**config.mk**
```make
export PLATFORM = sky130hd
export DESIGN_NAME = multicycle_control_flat
export DESIGN_NICKNAME = d
export VERILOG_FILES = /design/src/rtl/multicycle_control_if.sv /design/src/rtl/multicycle_control.sv /design/src/flat_wrapper.sv
export SDC_FILE = /design/constraint.sdc
export NUM_CORES = 1
export LEC_CHECK = 0
export BUFFER_PORTS_ARGS = -buffer_cell sky130_fd_sc_hd__buf_2
export CORE_UTILIZATION = 42
export CTS_CLUSTER_DIAMETER = 30
export DETAILED_ROUTE_END_ITERATION = 6
export PLACE_DENSITY_LB_ADDON = 0.05
export SYNTH_ARGS = -nofsm -noshare
export SYNTH_HDL_FRONTEND = slang
export SYNTH_SLANG_ARGS = --single-unit
```
**constraint.sdc**
```tcl
create_clock -name clk -period 1.5 [get_ports clk]
set_clock_uncertainty 0.1 [all_clocks]
set_input_delay 0.3 -clock clk [delete_from_list [all_inputs] [get_ports clk]]
set_output_delay 0.3 -clock clk [all_outputs]
set_load 0.005 [all_outputs]
```
**src/rtl/multicycle_control_if.sv**
```systemverilog
// Control-bus bundle between the multicycle datapath (master) and its
// control FSM (slave). Datapath drives opcode/flags, controller drives strobes.
interface multicycle_control_if;
  logic [5:0] opcode;
  logic       zero;
  logic       mem_ready;
  logic       pc_we;
  logic [1:0] pc_src;
  logic       ir_we;
  logic       mem_read;
  logic       mem_write;
  logic       iord;
  logic       reg_write;
  logic       reg_dst;
  logic       mem_to_reg;
  logic       alu_src_a;
  logic [1:0] alu_src_b;
  logic [1:0] alu_op;
  logic       sign_zero;
  logic [3:0] state;
  logic       illegal;

  modport master (
    output opcode, zero, mem_ready,
    input  pc_we, pc_src, ir_we, mem_read, mem_write, iord, reg_write, reg_dst,
           mem_to_reg, alu_src_a, alu_src_b, alu_op, sign_zero, state, illegal
  );

  modport slave (
    input  opcode, zero, mem_ready,
    output pc_we, pc_src, ir_we, mem_read, mem_write, iord, reg_write, reg_dst,
           mem_to_reg, alu_src_a, alu_src_b, alu_op, sign_zero, state, illegal
  );
endinterface

```
**src/rtl/multicycle_control.sv**
```systemverilog
// Multicycle MIPS-style control FSM; outputs are a pure decode of state.
// Optional macro MC_ILLEGAL_TRAP_EN: unlisted opcodes park in TRAP with illegal=1.
module multicycle_control (
  input  logic                 clk,
  input  logic                 reset,
  multicycle_control_if.slave  bus
);
  localparam logic [3:0] S_FETCH  = 4'd0;
  localparam logic [3:0] S_DECODE = 4'd1;
  localparam logic [3:0] S_MEMADR = 4'd2;
  localparam logic [3:0] S_MEMRD  = 4'd3;
  localparam logic [3:0] S_MEMWB  = 4'd4;
  localparam logic [3:0] S_MEMWR  = 4'd5;
  localparam logic [3:0] S_EXEC   = 4'd6;
  localparam logic [3:0] S_ALUWB  = 4'd7;
  localparam logic [3:0] S_BRANCH = 4'd8;
  localparam logic [3:0] S_JUMP   = 4'd9;
  localparam logic [3:0] S_IEXEC  = 4'd10;
  localparam logic [3:0] S_IWB    = 4'd11;
  localparam logic [3:0] S_TRAP   = 4'd12;

  localparam logic [5:0] OP_RTYPE = 6'b000000;
  localparam logic [5:0] OP_LW    = 6'b100011;
  localparam logic [5:0] OP_SW    = 6'b101011;
  localparam logic [5:0] OP_BNE   = 6'b000101;
  localparam logic [5:0] OP_J     = 6'b000010;
  localparam logic [5:0] OP_XORI  = 6'b001110;

  logic [3:0] r_state;
  logic [3:0] w_next;

  always_comb begin
    w_next = S_FETCH;
    case (r_state)
      S_FETCH:  w_next = bus.mem_ready ? S_DECODE : S_FETCH;
      S_DECODE: begin
        case (bus.opcode)
          OP_RTYPE:      w_next = S_EXEC;
          OP_LW, OP_SW:  w_next = S_MEMADR;
          OP_BNE:        w_next = S_BRANCH;
          OP_J:          w_next = S_JUMP;
          OP_XORI:       w_next = S_IEXEC;
`ifdef MC_ILLEGAL_TRAP_EN
          default:       w_next = S_TRAP;
`else
          default:       w_next = S_FETCH;
`endif
        endcase
      end
      S_MEMADR: begin
        if (bus.opcode == OP_LW)      w_next = S_MEMRD;
        else if (bus.opcode == OP_SW) w_next = S_MEMWR;
        else                          w_next = S_FETCH;
      end
      S_MEMRD:  w_next = bus.mem_ready ? S_MEMWB : S_MEMRD;
      S_MEMWR:  w_next = bus.mem_ready ? S_FETCH : S_MEMWR;
      S_EXEC:   w_next = S_ALUWB;
      S_IEXEC:  w_next = S_IWB;
`ifdef MC_ILLEGAL_TRAP_EN
      S_TRAP:   w_next = S_TRAP;
`else
      S_TRAP:   w_next = S_FETCH;
`endif
      default:  w_next = S_FETCH;
    endcase
  end

  always_ff @(posedge clk) begin
    if (reset) r_state <= S_FETCH;
    else       r_state <= w_next;
  end

  logic       w_pc_we, w_ir_we, w_mem_read, w_mem_write, w_iord;
  logic       w_reg_write, w_reg_dst, w_mem_to_reg, w_alu_src_a, w_sign_zero;
  logic [1:0] w_pc_src, w_alu_src_b, w_alu_op;

  always_comb begin
    w_pc_we      = 1'b0;
    w_pc_src     = 2'b00;
    w_ir_we      = 1'b0;
    w_mem_read   = 1'b0;
    w_mem_write  = 1'b0;
    w_iord       = 1'b0;
    w_reg_write  = 1'b0;
    w_reg_dst    = 1'b0;
    w_mem_to_reg = 1'b0;
    w_alu_src_a  = 1'b0;
    w_alu_src_b  = 2'b00;
    w_alu_op     = 2'b00;
    w_sign_zero  = 1'b0;
    case (r_state)
      S_FETCH: begin
        w_mem_read  = 1'b1;
        w_alu_src_b = 2'b01;
        w_ir_we     = bus.mem_ready;
        w_pc_we     = bus.mem_ready;
      end
      S_DECODE: w_alu_src_b = 2'b11;
      S_MEMADR: begin
        w_alu_src_a = 1'b1;
        w_alu_src_b = 2'b10;
      end
      S_MEMRD: begin
        w_mem_read = 1'b1;
        w_iord     = 1'b1;
      end
      S_MEMWB: begin
        w_reg_write  = 1'b1;
        w_mem_to_reg = 1'b1;
      end
      S_MEMWR: begin
        w_mem_write = 1'b1;
        w_iord      = 1'b1;
      end
      S_EXEC: begin
        w_alu_src_a = 1'b1;
        w_alu_op    = 2'b10;
      end
      S_ALUWB: begin
        w_reg_write = 1'b1;
        w_reg_dst   = 1'b1;
      end
      // bne: write PC with the branch target only when operands differ
      S_BRANCH: begin
        w_alu_src_a = 1'b1;
        w_alu_op    = 2'b01;
        w_pc_src    = 2'b01;
        w_pc_we     = ~bus.zero;
      end
      S_JUMP: begin
        w_pc_we  = 1'b1;
        w_pc_src = 2'b10;
      end
      S_IEXEC: begin
        w_alu_src_a = 1'b1;
        w_alu_src_b = 2'b10;
        w_alu_op    = 2'b11;
        w_sign_zero = 1'b1;
      end
      S_IWB: begin
        w_reg_write = 1'b1;
        w_sign_zero = 1'b1;
      end
      default: ;
    endcase
  end

  // Architectural write strobes are masked during reset so an aborted access
  // cannot corrupt PC, IR, register file or memory.
  assign bus.pc_we      = w_pc_we & ~reset;
  assign bus.ir_we      = w_ir_we & ~reset;
  assign bus.reg_write  = w_reg_write & ~reset;
  assign bus.mem_write  = w_mem_write & ~reset;
  assign bus.pc_src     = w_pc_src;
  assign bus.mem_read   = w_mem_read;
  assign bus.iord       = w_iord;
  assign bus.reg_dst    = w_reg_dst;
  assign bus.mem_to_reg = w_mem_to_reg;
  assign bus.alu_src_a  = w_alu_src_a;
  assign bus.alu_src_b  = w_alu_src_b;
  assign bus.alu_op     = w_alu_op;
  assign bus.sign_zero  = w_sign_zero;
  assign bus.state      = r_state;
`ifdef MC_ILLEGAL_TRAP_EN
  assign bus.illegal    = (r_state == S_TRAP) & ~reset;
`else
  assign bus.illegal    = 1'b0;
`endif
endmodule

```
**src/flat_wrapper.sv**
```systemverilog
// flat-port wrapper written by rule: the top's interface ports become plain ports
module multicycle_control_flat 
  (clk, reset, bus_opcode, bus_zero, bus_mem_ready, bus_pc_we, bus_pc_src, bus_ir_we, bus_mem_read, bus_mem_write, bus_iord, bus_reg_write, bus_reg_dst, bus_mem_to_reg, bus_alu_src_a, bus_alu_src_b, bus_alu_op, bus_sign_zero, bus_state, bus_illegal);
  multicycle_control_if bus_i ();
  input  logic clk;
  input  logic reset;
  input wire logic [$bits(bus_i.opcode)-1:0] bus_opcode;
  input wire logic [$bits(bus_i.zero)-1:0] bus_zero;
  input wire logic [$bits(bus_i.mem_ready)-1:0] bus_mem_ready;
  output wire logic [$bits(bus_i.pc_we)-1:0] bus_pc_we;
  output wire logic [$bits(bus_i.pc_src)-1:0] bus_pc_src;
  output wire logic [$bits(bus_i.ir_we)-1:0] bus_ir_we;
  output wire logic [$bits(bus_i.mem_read)-1:0] bus_mem_read;
  output wire logic [$bits(bus_i.mem_write)-1:0] bus_mem_write;
  output wire logic [$bits(bus_i.iord)-1:0] bus_iord;
  output wire logic [$bits(bus_i.reg_write)-1:0] bus_reg_write;
  output wire logic [$bits(bus_i.reg_dst)-1:0] bus_reg_dst;
  output wire logic [$bits(bus_i.mem_to_reg)-1:0] bus_mem_to_reg;
  output wire logic [$bits(bus_i.alu_src_a)-1:0] bus_alu_src_a;
  output wire logic [$bits(bus_i.alu_src_b)-1:0] bus_alu_src_b;
  output wire logic [$bits(bus_i.alu_op)-1:0] bus_alu_op;
  output wire logic [$bits(bus_i.sign_zero)-1:0] bus_sign_zero;
  output wire logic [$bits(bus_i.state)-1:0] bus_state;
  output wire logic [$bits(bus_i.illegal)-1:0] bus_illegal;
  assign bus_i.opcode = bus_opcode;
  assign bus_i.zero = bus_zero;
  assign bus_i.mem_ready = bus_mem_ready;
  assign bus_pc_we = bus_i.pc_we;
  assign bus_pc_src = bus_i.pc_src;
  assign bus_ir_we = bus_i.ir_we;
  assign bus_mem_read = bus_i.mem_read;
  assign bus_mem_write = bus_i.mem_write;
  assign bus_iord = bus_i.iord;
  assign bus_reg_write = bus_i.reg_write;
  assign bus_reg_dst = bus_i.reg_dst;
  assign bus_mem_to_reg = bus_i.mem_to_reg;
  assign bus_alu_src_a = bus_i.alu_src_a;
  assign bus_alu_src_b = bus_i.alu_src_b;
  assign bus_alu_op = bus_i.alu_op;
  assign bus_sign_zero = bus_i.sign_zero;
  assign bus_state = bus_i.state;
  assign bus_illegal = bus_i.illegal;
  multicycle_control u_core (.clk(clk), .reset(reset), .bus(bus_i));
endmodule
```
==> results.md <==
* Status: complete, but fails checks
* Failing checks: setup timing
* Share of the clock period used by the worst path after layout at 110%
* GRT overflow at 0
* First-pass GRT wire length at 3130 um
* Startpoint types: flip-flop
* WL final at 2150 um
* Cts hold-fix bufs at 0
* FF-to-FF path depth at 5
* Total Power at between 0.3 and 0.4 mW
* Drt pass-1 iters at 4
* Most frequent cells after synthesis: nor2_1 (11), a21oi_1 (6), nand2b_1 (6), nor3_1 (6)
* Vias in the first global route at 727
* Synth Area in Compound Gates at 25.0%
* Main area contributors after synthesis: dfxtp_1 (14%), nor2_1 (7.4%), nand2b_1 (6.8%)
* Fmax at 0.606 GHz
* Sink Count at 4
* P_sw at about 0.11 mW
* Critical Path End Type: output pin
* # setup viols final at 17
* Top-level I/O count at 31
* Hold Crit Class: in -> reg
* CTS tree: yes
* Fraction of registers with async set/reset at 0%
* Antenna Nets Post-Route at 0
* Largest family of logic cells by synthesized area: simple AND/OR/NAND/NOR gates
* Mux contribution to synthesized area at 0%
* Crit Path Class: reg -> out
* Mean area per synthesized cell at 6.69 um2
* Multi-input logic area at 513 um2
* Primary FF master, synth: dfxtp_1
* DR DRC count at 0
* Endpoints failing hold at 0
* Synth top area share at 14.4%
* CTS Buf Count at 3
* Crit path DAT at 1250 ps
* Min-delay src: bus_opcode[1]
* Leading area contributor after synthesis: dfxtp_1
* Iter 0 DRT Violations at 8
* Die ar. at 1470 um2
* Final #Nets at approximately 140
* Synth Area in Adders at 0%
* Placed cell area at a little under 800 um2
* Seq/Total Area, Yosys at 14.4%
* Most common cell in the netlist: nor2_1
* Post-Synth XOR/XNOR Area at 1.58%
* Ys Warns at 0
* Storage cell area at ~95 um2
* H-tree Lvls at 1
* Clk_lat worst skew at around 230 ps
* Net Count, Synth at 93
* Max reg flops at 4
* Synth unique cells at 36
* Min Tclk post-route at 1650 ps
* Worst reg-to-reg setup slack at -60 ps
* Hold Path End: u_core.bus.state[0]
* Worst reg2reg path endpoint: u_core.bus.state[1]
* CTS Root Cell: clkbuf_4
* Wirelength per Cell at 15.0 um
* Cell count after synthesis at 83
* Fraction of layout cells with a size suffix above 1 at slightly below 60%
* Worst hold path cell count at 3
* ANT cells at 0
* Max-Cap Viols at 0
* Comb power frac at between 30% and 40%
* Worst R2R Start: u_core.bus.state[3]
* Internal power at about 0.25 mW
* Synthesized area at 556 um2
* Largest net degree at the start of global routing at 10
* Vias at about 820
* Fillers at 87
* Worst Slack Setup Final at -151 ps
* Util after Layout at 83.1%
* Die H at 38.4 um
* Peak supply drop at 0.506 mV
* Die width at ~38 um
* Setup TNS at -1280 ps
* Clock-pin slew on the worst setup and hold paths at 40 ps
* Synth-to-Final Area Change at 75.2%
* EDFF count, synth at 0
* Initial Util at 47.4%
* Gpl congestion at 0.790
* DP Wirelength at 1290 um
* Post-Layout Inst Area at 973 um2
* Vias per cell at 5.73
* Simple-gate share of the synthesized area at 49.1%
* Initial antenna violation count at 0
* Worst-path fanout max at 7
* Static Leak at 0.447 nW
* Clk buf depth at 2
* Synthesized flop and latch total at 4
* Gr usage total at between 20% and 30%
* Seq pwr share at 30.2%
* Worst path required time at 1100 ps
* Switching part of the total at between 20 and 30%
* RSZ-0062 raised after global routing: yes
* Final max-slew violation count at 0
* Clk pwr share at 36.6%
* Core area at 1170 um2
* Number of port buffers at 29
* Row cnt at 12
* Power per standard cell area at about 370 nW/um2
[power by group through the flow]
stage	Combinational [mW]	Clock [mW]	Sequential [mW]
after floorplan	0.0531	0	0.112
after global placement	0.0921	0	0.116
final	0.119	0.132	0.108
after detailed placement	0.0935	0	0.116
after CTS	0.104	0.129	0.109
after global routing	0.128	0.136	0.109
[kinds of logic (layout without fill, tap and decap cells)]
family / after synthesis / after routing
other: 1 / 1
and+or+nand+nor: 45 / 45
xor gates and xnor gates: 1 / 1
buffers and inverters: 11 / 57
DFF: 4 / 4
AOI/OAI and AO/OA: 21 / 21
[final cells by class]
class                   count  area share, %
well taps                  14           1.80
clock buffers               3           2.31
multi-input cells          68           52.7
repair buffers             49           31.5
flip-flops and latches      4           9.77
inverters                   5           1.93
[worst max-delay path, stage by stage, from the launching register on]
cell and delay, ps:
dfxtp_4 360, or2b_4 290, nor3_2 130, o21a_1 140, buf_2 100
[timing repair]
item | CTS | global route
pin swaps | 5 | 5
endpoints found under the hold margin | 0 | 0
gates resized for setup | 18 | 11
setup buffers | 5 | 3
endpoints found under the setup margin | 16 | 18
[cells in the final DEF (no fill, tap or decap), types with 2 or more instances in the layout]
master,n
nor3_2,3
o21ai_0,3
buf_2,29
buf_4,17
dfxtp_4,4
inv_1,5
nand2b_4,2
nor3_1,4
and3_1,2
a21oi_2,4
clkbuf_4,3
nand2_1,3
buf_6,3
nand2b_1,3
nor2_4,2
nor2_1,8
nor2b_1,2
nand3b_1,2
a31oi_1,3
a21oi_1,3
[worst max-delay path by stage]
stage / start / end / slack (ps) / cells after the start
after floorplan: u_core.bus.state[3] / bus_reg_write / 30 / 4
after CTS: u_core.bus.state[3] / bus_reg_write / -130 / 4
final: u_core.bus.state[3] / bus_reg_write / -150 / 4
after global routing: u_core.bus.state[3] / bus_alu_src_a / -200 / 4
after detailed placement: u_core.bus.state[2] / bus_reg_write / -30 / 4
after global placement: u_core.bus.state[2] / bus_reg_write / 3 / 4
[metal layers]
layer | vias to the layer above | track usage, % | wire length, um | share of wire, %
li1 | 392 | - | - | -
met1 | 387 | 30.9 | 842 | 39
met2 | 36 | 64.4 | 1160 | 54
met3 | 4 | 2.33 | 100 | 4.7
met4 | 0 | 0.862 | 47 | 2.2
met5 | - | 0 | 0 | 0
[stage by stage]
step | setup WS, ps | hold slack [ps] | instances
floorplan | 33.5 | 371 | 83
global placement | 3.14 | 549 | 132
detailed placement | -28.4 | 543 | 132
CTS | -132 | 294 | 140
global route | -200 | 328 | 143
finish | -151 | 293 | 143
Power figures use the tool's default switching activity.
